`src/rtl/wb_pkg.sv`:
```
// Shared widths, request type and source encoding for the register writeback arbiter.
package wb_pkg;

    localparam int unsigned WB_DATA_W = 8;
    localparam int unsigned WB_ADDR_W = 4;

    // Cycles a load may wait at the queue head before it takes the port from the ALU.
    localparam int unsigned LQ_AGE_LIMIT = 2;
    localparam int unsigned LQ_AGE_W     = 2;

    typedef struct packed {
        logic [WB_ADDR_W-1:0] addr;
        logic [WB_DATA_W-1:0] data;
    } wb_req_t;

    typedef enum logic [1:0] {
        SrcNone,
        SrcAlu,
        SrcQueue,
        SrcBypass
    } wb_src_e;

endpackage

```
`src/rtl/wb_load_fifo.sv`:
```
// Load-result queue: circular buffer with explicit occupancy, head always visible.
module wb_load_fifo #(
    parameter int unsigned WIDTH = 12,
    parameter int unsigned DEPTH = 2,
    localparam int unsigned PTR_W = (DEPTH > 1) ? $clog2(DEPTH) : 1,
    localparam int unsigned CNT_W = $clog2(DEPTH + 1)
) (
    input  logic             clk,
    input  logic             rst_n,
    input  logic             push,
    input  logic [WIDTH-1:0] push_data,
    input  logic             pop,
    output logic             full,
    output logic             empty,
    output logic [WIDTH-1:0] head,
    output logic [CNT_W-1:0] count
);

    logic [WIDTH-1:0] mem_q [DEPTH];
    logic [PTR_W-1:0] wr_ptr_q, wr_ptr_d;
    logic [PTR_W-1:0] rd_ptr_q, rd_ptr_d;
    logic [CNT_W-1:0] count_q, count_d;
    logic             do_push, do_pop;

    function automatic logic [PTR_W-1:0] ptr_inc(input logic [PTR_W-1:0] p);
        if (p == PTR_W'(DEPTH - 1)) begin
            return '0;
        end
        return p + PTR_W'(1);
    endfunction

    assign full    = (count_q == CNT_W'(DEPTH));
    assign empty   = (count_q == '0);
    assign do_push = push && !full;
    assign do_pop  = pop && !empty;
    assign head    = mem_q[rd_ptr_q];
    assign count   = count_q;

    always_comb begin
        wr_ptr_d = do_push ? ptr_inc(wr_ptr_q) : wr_ptr_q;
        rd_ptr_d = do_pop  ? ptr_inc(rd_ptr_q) : rd_ptr_q;
        count_d  = count_q + CNT_W'(do_push) - CNT_W'(do_pop);
    end

    always_ff @(posedge clk or negedge rst_n) begin
        if (!rst_n) begin
            wr_ptr_q <= '0;
            rd_ptr_q <= '0;
            count_q  <= '0;
        end else begin
            wr_ptr_q <= wr_ptr_d;
            rd_ptr_q <= rd_ptr_d;
            count_q  <= count_d;
        end
    end

    // Storage needs no reset: occupancy alone decides what is valid.
    always_ff @(posedge clk) begin
        if (do_push) begin
            mem_q[wr_ptr_q] <= push_data;
        end
    end

endmodule

```
`src/rtl/writeback_arbiter.sv`:
```
// Arbitrates ALU and load results onto one registered register-file write port and keeps
// a pending-write scoreboard. Define WRITEBACK_FWD_EN for two write-port forwarding taps.
// rst_n asserts asynchronously; its release is expected to be synchronous to clk.
module writeback_arbiter
    import wb_pkg::*;
#(
    parameter int unsigned DATA_W   = WB_DATA_W,
    parameter int unsigned ADDR_W   = WB_ADDR_W,
    parameter int unsigned LQ_DEPTH = 2
) (
    input  logic                 clk,
    input  logic                 rst_n,
`ifdef WRITEBACK_FWD_EN
    input  logic [ADDR_W-1:0]    fwd_addr0,
    input  logic [ADDR_W-1:0]    fwd_addr1,
    output logic                 fwd_hit0,
    output logic                 fwd_hit1,
    output logic [DATA_W-1:0]    fwd_data0,
    output logic [DATA_W-1:0]    fwd_data1,
`endif
    input  logic                 alu_valid,
    output logic                 alu_ready,
    input  logic [ADDR_W-1:0]    alu_addr,
    input  logic [DATA_W-1:0]    alu_data,
    input  logic                 ld_valid,
    output logic                 ld_ready,
    input  logic [ADDR_W-1:0]    ld_addr,
    input  logic [DATA_W-1:0]    ld_data,
    input  logic                 issue_valid,
    input  logic [ADDR_W-1:0]    issue_addr,
    output logic [2**ADDR_W-1:0] busy,
    output logic                 write_enable,
    output logic [ADDR_W-1:0]    write_addr,
    output logic [DATA_W-1:0]    write_data
);

    localparam int unsigned ENTRY_W = ADDR_W + DATA_W;
    localparam int unsigned CNT_W   = $clog2(LQ_DEPTH + 1);
    localparam int unsigned NREGS   = 2**ADDR_W;

    logic               lq_push, lq_pop, lq_full, lq_empty;
    logic [ENTRY_W-1:0] lq_head;
    logic [CNT_W-1:0]   lq_count;

    logic [LQ_AGE_W-1:0] age_q, age_d;
    logic                force_ld;
    wb_src_e             src;

    logic              write_enable_q, wr_en_d;
    logic [ADDR_W-1:0] write_addr_q, wr_addr_d;
    logic [DATA_W-1:0] write_data_q, wr_data_d;
    logic [NREGS-1:0]  busy_q, busy_d;

    wb_load_fifo #(
        .WIDTH (ENTRY_W),
        .DEPTH (LQ_DEPTH)
    ) u_load_fifo (
        .clk       (clk),
        .rst_n     (rst_n),
        .push      (lq_push),
        .push_data ({ld_addr, ld_data}),
        .pop       (lq_pop),
        .full      (lq_full),
        .empty     (lq_empty),
        .head      (lq_head),
        .count     (lq_count)
    );

    // The head takes the port unconditionally when the queue is full or has aged out; both
    // ready signals are built from registered state only.
    always_comb begin
        force_ld  = !lq_empty && (lq_full || (age_q >= LQ_AGE_W'(LQ_AGE_LIMIT)));
        alu_ready = !force_ld;
        ld_ready  = (lq_count != CNT_W'(LQ_DEPTH));
    end

    always_comb begin
        src = SrcNone;
        if (force_ld) begin
            src = SrcQueue;
        end else if (alu_valid) begin
            src = SrcAlu;
        end else if (!lq_empty) begin
            src = SrcQueue;
        end else if (ld_valid) begin
            // Empty queue and idle ALU: skip the queue so a load sees ALU latency.
            src = SrcBypass;
        end
        lq_pop  = (src == SrcQueue);
        lq_push = ld_valid && ld_ready && (src != SrcBypass);
    end

    always_comb begin
        age_d = age_q;
        if (lq_pop || lq_empty) begin
            age_d = '0;
        end else if (age_q < LQ_AGE_W'(LQ_AGE_LIMIT)) begin
            age_d = age_q + LQ_AGE_W'(1);
        end
    end

    always_comb begin
        wr_en_d   = (src != SrcNone);
        wr_addr_d = write_addr_q;
        wr_data_d = write_data_q;
        case (src)
            SrcAlu: begin
                wr_addr_d = alu_addr;
                wr_data_d = alu_data;
            end
            SrcQueue: begin
                wr_addr_d = lq_head[ENTRY_W-1 -: ADDR_W];
                wr_data_d = lq_head[DATA_W-1:0];
            end
            SrcBypass: begin
                wr_addr_d = ld_addr;
                wr_data_d = ld_data;
            end
            default: ;
        endcase
    end

    // Clear before set so a re-issue in the retiring cycle keeps the bit pending.
    always_comb begin
        busy_d = busy_q;
        if (write_enable_q) begin
            busy_d[write_addr_q] = 1'b0;
        end
        if (issue_valid) begin
            busy_d[issue_addr] = 1'b1;
        end
    end

    always_ff @(posedge clk or negedge rst_n) begin
        if (!rst_n) begin
            age_q          <= '0;
            write_enable_q <= 1'b0;
            write_addr_q   <= '0;
            write_data_q   <= '0;
            busy_q         <= '0;
        end else begin
            age_q          <= age_d;
            write_enable_q <= wr_en_d;
            write_addr_q   <= wr_addr_d;
            write_data_q   <= wr_data_d;
            busy_q         <= busy_d;
        end
    end

    assign write_enable = write_enable_q;
    assign write_addr   = write_addr_q;
    assign write_data   = write_data_q;
    assign busy         = busy_q;

`ifdef WRITEBACK_FWD_EN
    assign fwd_hit0  = write_enable_q && (write_addr_q == fwd_addr0);
    assign fwd_hit1  = write_enable_q && (write_addr_q == fwd_addr1);
    assign fwd_data0 = fwd_hit0 ? write_data_q : '0;
    assign fwd_data1 = fwd_hit1 ? write_data_q : '0;
`endif

endmodule

```
`config.mk`:
```
export PLATFORM = sky130hd
export DESIGN_NAME = writeback_arbiter
export DESIGN_NICKNAME = d
export VERILOG_FILES = /design/src/rtl/wb_pkg.sv /design/src/rtl/wb_load_fifo.sv /design/src/rtl/writeback_arbiter.sv
export SDC_FILE = /design/constraint.sdc
export NUM_CORES = 1
export LEC_CHECK = 0
export BUFFER_PORTS_ARGS = -buffer_cell sky130_fd_sc_hd__clkbuf_2
export CORE_UTILIZATION = 57
export DETAILED_ROUTE_END_ITERATION = 10
export GPL_ROUTABILITY_DRIVEN = 0
export PLACE_DENSITY = 0.84
export RECOVER_POWER = 50
export SLEW_MARGIN = 20
export SYNTH_ARGS = -nofsm -noshare
export SYNTH_HDL_FRONTEND = slang
export SYNTH_HIERARCHICAL = 1
export SYNTH_SLANG_ARGS = --single-unit
```
`constraint.sdc`:
```
create_clock -name clk -period 6.9 [get_ports clk]
set_input_delay 1.035 -clock clk [delete_from_list [all_inputs] [get_ports clk]]
set_output_delay 1.035 -clock clk [all_outputs]
set_load 0.005 [all_outputs]
```
# == Yosys cells after proc, flatten, opt, wreduce, memory -nomap -nowiden ==
# Memories as Yosys holds them, arrays and structs flattened.
# Cells that the tools add are included.
# op_classes
n_lt_le_gt_ge,6
n_addsub,5
bitwise_logic,3
n_reduce_logical,16
n_eq_ne,6
mux,22
mul,0
shifts,0
div,0
# op_table
op,count
$mux W16,2
$pmux W8 S3,1
$and A16 B16 Y16,1
$not A16 Y16,1
$or A16 B16 Y16,1
$mux W2,6
$pmux W4 S3,1
$lt A4 B5 Y1 const B,2
$mux W1,10
$demux W1 S4,2
$ge A4 B1 Y1 const B,2
$logic_and A1 B1 Y1,7
$eq A2 B2 Y1 const B,3
$ne A2 B2 Y1 const B,2
$reduce_bool A2 Y1,2
$logic_not A1 Y1,3
$reduce_bool A3 Y1,1
$add A1 B1 Y1 const B,2
$add A2 B1 Y2,1
$add A2 B1 Y2 const B,1
$eq A2 B1 Y1 const B,1
$ge A2 B2 Y1 const B,1
$logic_not A2 Y1,1
$logic_or A1 B1 Y1,2
other kinds (2),2
# totals
mem_bits_rw,24
latchBits,0
memories,1
romBits,0
reg_bits,35
elab_cells,67
# memory_table
name,words,width,rd,rd_clocked_by_memory_dff,write_ports,line,text
u_load_fifo.mem_q,2,12,1,0,1,wb_load_fifo.sv:19,logic [WIDTH-1:0] mem_q [DEPTH];

# == Depth between registers and ports, before layout ==
# depth
ltp_word,9
depth_mapped,11
ltp_nobuf,10

# == Modules after synthesis ==
# Netlist, hierarchy kept.
# by_module_without_submodules
mod,area_per_inst_um2,cells_each,instances,seq_area_each_um2
writeback_arbiter,1634.1,178,1,775.7
wb_load_fifo,1101.1,55,1,820.8

# == Worst setup path after synthesis ==
# No wires, ideal clock.
# synth_path
path_kind,input to register
from,input alu_valid
to,memory u_load_fifo.mem_q[0][0] (enable)
slack_ns,4.244
path_buffers,1
cell_stages,5
t_arrival_ns,2.276
setup_ns,0.380
cell_sequence,nand2b_1 clkbuf_1 and3_1 nand2_1 nor2_1
# synth_via
elab_chain_len,7
# synth_rtl
element,line,text
"start, declared",writeback_arbiter.sv:21,"input logic alu_valid,"
$mux W2,writeback_arbiter.sv:81,end else if (alu_valid) begin
$mux W2,writeback_arbiter.sv:79,if (force_ld) begin
$ne A2 B2 Y1,writeback_arbiter.sv:90,lq_push = ld_valid && ld_ready && (src != SrcBypass);
$logic_and A1 B1 Y1,writeback_arbiter.sv:90,
named net lq_push,writeback_arbiter.sv:41,"logic lq_push, lq_pop, lq_full, lq_empty;"
$logic_and A1 B1 Y1,wb_load_fifo.sv:34,assign do_push = push && !full;
$mux W1,wb_load_fifo.sv:59,if (do_push) begin
$mux W1 (not written as such),wb_load_fifo.sv:60,mem_q[wr_ptr_q] <= push_data;
"end, declared",wb_load_fifo.sv:19,
# The timed path passes the listed nets, and every way through them passes these cells.

# == Final worst setup path ==
# layout_path
from,input alu_valid
to,memory u_load_fifo.mem_q[0][3] (enable)
# The elaborated chain is that of the path after synthesis.

==> run summary <==
Post-Synth Simple-Gate Area = 11.6%
Clock group share of total power = 20.3%
Post-synthesis register bit count = 59
Comb power frac = 38.5%
Adder-cell share of the synthesized area = 1.37%
Netlist cell types = 30
Fin cells = 355
Post-synth top area share = 32.0%
Ports = 64
Worst setup EP type = flip-flop
Sw Share = 35.3%
Power share of the sequential group = 41.2%
DRT iter0 DRCs = 201
Dpl hpwl = 4.35 mm
WL/cell = 17.8 um
Power density cells = 463 nW/um^2
Port buffer count = 63
Register area share after synthesis = 58.4%
DIE HEIGHT = 71.3 um
ANT nets after route = 0
Layout cell share with drive strength beyond 1 = 27.4%
Status = finished, violations left
RSZ-0062 raised after global routing = false
Failing checks = DRC, capacitance limit, slew limit
Antenna diodes = 0
Clock buffer count from CTS = 9
Pint = 0.000971 W
P&R area growth vs syn = 18.6%
Area contributors post-synth = dfrtp_1 32%, edfxtp_1 26%, o21ai_0 5.9%, mux2_4 4.9%, o32a_1 4.4%
Reg2Reg Depth = 6
Min Tclk post-route = 2.85 ns
Clock root cell = clkbuf_8
Max-slew violations = 36
Final wirelength = 6.30 mm
Cell count after synthesis = 233
Max-cap violation count = 1
Final period utilization = 41.3%
Clk_lat worst skew = 0.32 ns
Reg2reg end = u_load_fifo/mem_q[0][3]$_DFFE_PP_
Final hold viol count = 0
CP Launch Type = input pin
LEAKAGE = 1.43 nW
Tightest Pin Transition = 1.90 ns
Mapped cell area = 2740 sq um
Core Util, Final = 72.5%
Pin count of the biggest net entering global routing = 36
Fmax = 0.351 GHz
H-tree depth = 3
Synth Warn # = 6
First-pass GRT wire length = 10.1 mm
Total negative slack = 0 ns
Die X = 71.3 um
Site row count = 24
GR Overflow Total = 0
DR pass1 iterations = 10
Maximum vdd drop = 0.000287 V
Die Footprint = 5080 sq um
CTS Buffer Depth = 2
GRT Total Usage = 26.7%
Post-layout net count = 334
Area leader, netlist = dfrtp_1
Power, Total = 0.00150 W
CP arrival = 2.79 ns
Critical path class = input pin to flip-flop
Via Count = 2144
Post-CTS Setup Inserts = 0
Cts repair resizes = 0
Synth Area in Compound Gates = 15.2%
FF-to-FF Start = u_load_fifo/count[1]$_DFF_PN0_
Max-slew headroom = -26.5%
Synth Area in XOR/XNOR = 1.28%
Largest family of logic cells by synthesized area = compound AO/OA/AOI/OAI gates
CTS tree = yes
Clock sinks = 59
Number of antenna violations at the first check in global routing = 0
Worst hold slack = 0.454 ns
Core Area = 4470 sq um
DP Cell Count = 339
Reg-to-reg setup timing slack = 4.20 ns
Fillers = 327
Initial Utilization = 61.1%
Worst Path Required = 6.83 ns
Final setup violation count = 0
# hold bufs at CTS = 0
Hold depth = 1
NetSw = 0.000530 W
Worst hold-check path type = flip-flop to flip-flop
Worst-path fanout max = 13
Multiplexer share of the synthesized area = 6.18%
Syn nets = 269
Worst-path clk slew = 0.06 ns
Vias in the first global route = 2118
Worst Skew = 0.00697 ns
Hold path start = age_q[0]$_DFFE_PN0P_
Hold Path Sink = age_q[0]$_DFFE_PN0P_
Vias per Instance = 6.04
Syn_area_per_cell = 11.7 sq um
DRC violations left = 4
synthesized netlist by cell type:
| master | n |
|---|---|
| mux2_4 | 9 |
| xnor2_1 | 3 |
| nor3b_1 | 12 |
| nor3_1 | 3 |
| dfrtp_1 | 35 |
| o21ai_0 | 32 |
| a21oi_1 | 12 |
| edfxtp_1 | 24 |
| nand4_1 | 1 |
| or2_2 | 4 |
| clkbuf_1 | 5 |
| buf_1 | 1 |
| nor4b_2 | 1 |
| nand2_1 | 4 |
| and3_1 | 2 |
| o32a_1 | 12 |
| buf_2 | 3 |
| nor2b_2 | 1 |
| a31oi_1 | 12 |
| mux2_2 | 3 |
| nand2b_1 | 8 |
| ha_1 | 3 |
| buf_6 | 2 |
| xor2_1 | 1 |
| nor2_1 | 3 |
| inv_1 | 28 |
| nand3b_1 | 4 |
| nand3_1 | 2 |
| or4b_1 | 1 |
| or3b_2 | 2 |
metrics by stage:
stage	worst slack (ns)	area, sq um
final	4.05	3240
after global routing	3.91	3240
after CTS	4.12	3260
after detailed placement	3.78	3070
after global placement	3.86	3070
after floorplan	4.24	2740
registers in the layout, summed over array words and instances, names as in the netlist:
register and flops:
u_load_fifo/rd_ptr_q 1, write_data 8, write_addr 4, busy 16, u_load_fifo/count 2, u_load_fifo/mem_q 24, u_load_fifo/wr_ptr_q 1, age_q 2
write_enable 1
layout by cell type, fill, tap and decap left out, types with 4 or more instances in the layout:
master / instances
a21oi_1: 12
edfxtp_1: 24
a31oi_1: 12
dfrtp_1: 35
nand2_1: 4
nor3b_1: 12
o21ai_0: 32
clkbuf_8: 10
o32a_1: 12
clkbuf_1: 18
or2_2: 4
nand3b_1: 4
inv_1: 28
mux2_4: 9
nand2b_1: 8
clkbuf_2: 46
final cells by class:
class                   instances  area, sq um  area share (%)
repair buffers                 65          309            9.53
clock inverters                 5         52.6            1.62
multi-input cells             135          973            30.0
inverters                      28          105            3.24
clock buffers                  11          141            4.36
well taps                      52         65.1            2.01
flip-flops and latches         59         1600            49.2
how the worst max path moves through the flow:
stage | from | end | cells after the start
after floorplan | alu_valid | u_load_fifo/mem_q[0][0]$_DFFE_PP_ | 5
after global placement | alu_valid | u_load_fifo/mem_q[0][10]$_DFFE_PP_ | 5
after detailed placement | alu_valid | u_load_fifo/mem_q[0][2]$_DFFE_PP_ | 5
after CTS | alu_valid | u_load_fifo/mem_q[0][7]$_DFFE_PP_ | 5
after global routing | alu_valid | u_load_fifo/mem_q[0][7]$_DFFE_PP_ | 5
final | alu_valid | u_load_fifo/mem_q[0][3]$_DFFE_PP_ | 5
per-layer routing:
metal / vias to the layer above / global-route usage, % / share of wire (%)
met1: 1031 / 36.8 / 41
met3: 12 / 5.91 / 8.5
met5: - / 0 / 0
met2: 125 / 41.3 / 49
met4: 0 / 11.8 / 1.3
li1: 976 / - / -
critical path: stages:
cell	delay [ns]
clkbuf_2	0.11
nand2b_1	0.42
and3_1	0.24
nand2_1	0.10
nor2_1	0.87
power by group through the flow:
stage	combinational, W	clock [W]	sequential (W)
after floorplan	0.000391	0	0.000591
after global placement	0.000547	0	0.000611
after detailed placement	0.000572	0	0.000623
after CTS	0.000578	0.000310	0.000616
after global routing	0.000640	0.000327	0.000633
final	0.000578	0.000305	0.000618
cell families after synthesis:
group	count (synthesis)
xor gates and xnor gates	4
muxes	12
buffers and inverters	39
AOI/OAI and AO/OA	68
DFF	59
adders and majority gates	3
and+or+nand+nor	48
No activity file was read; power rests on OpenSTA's default activity.
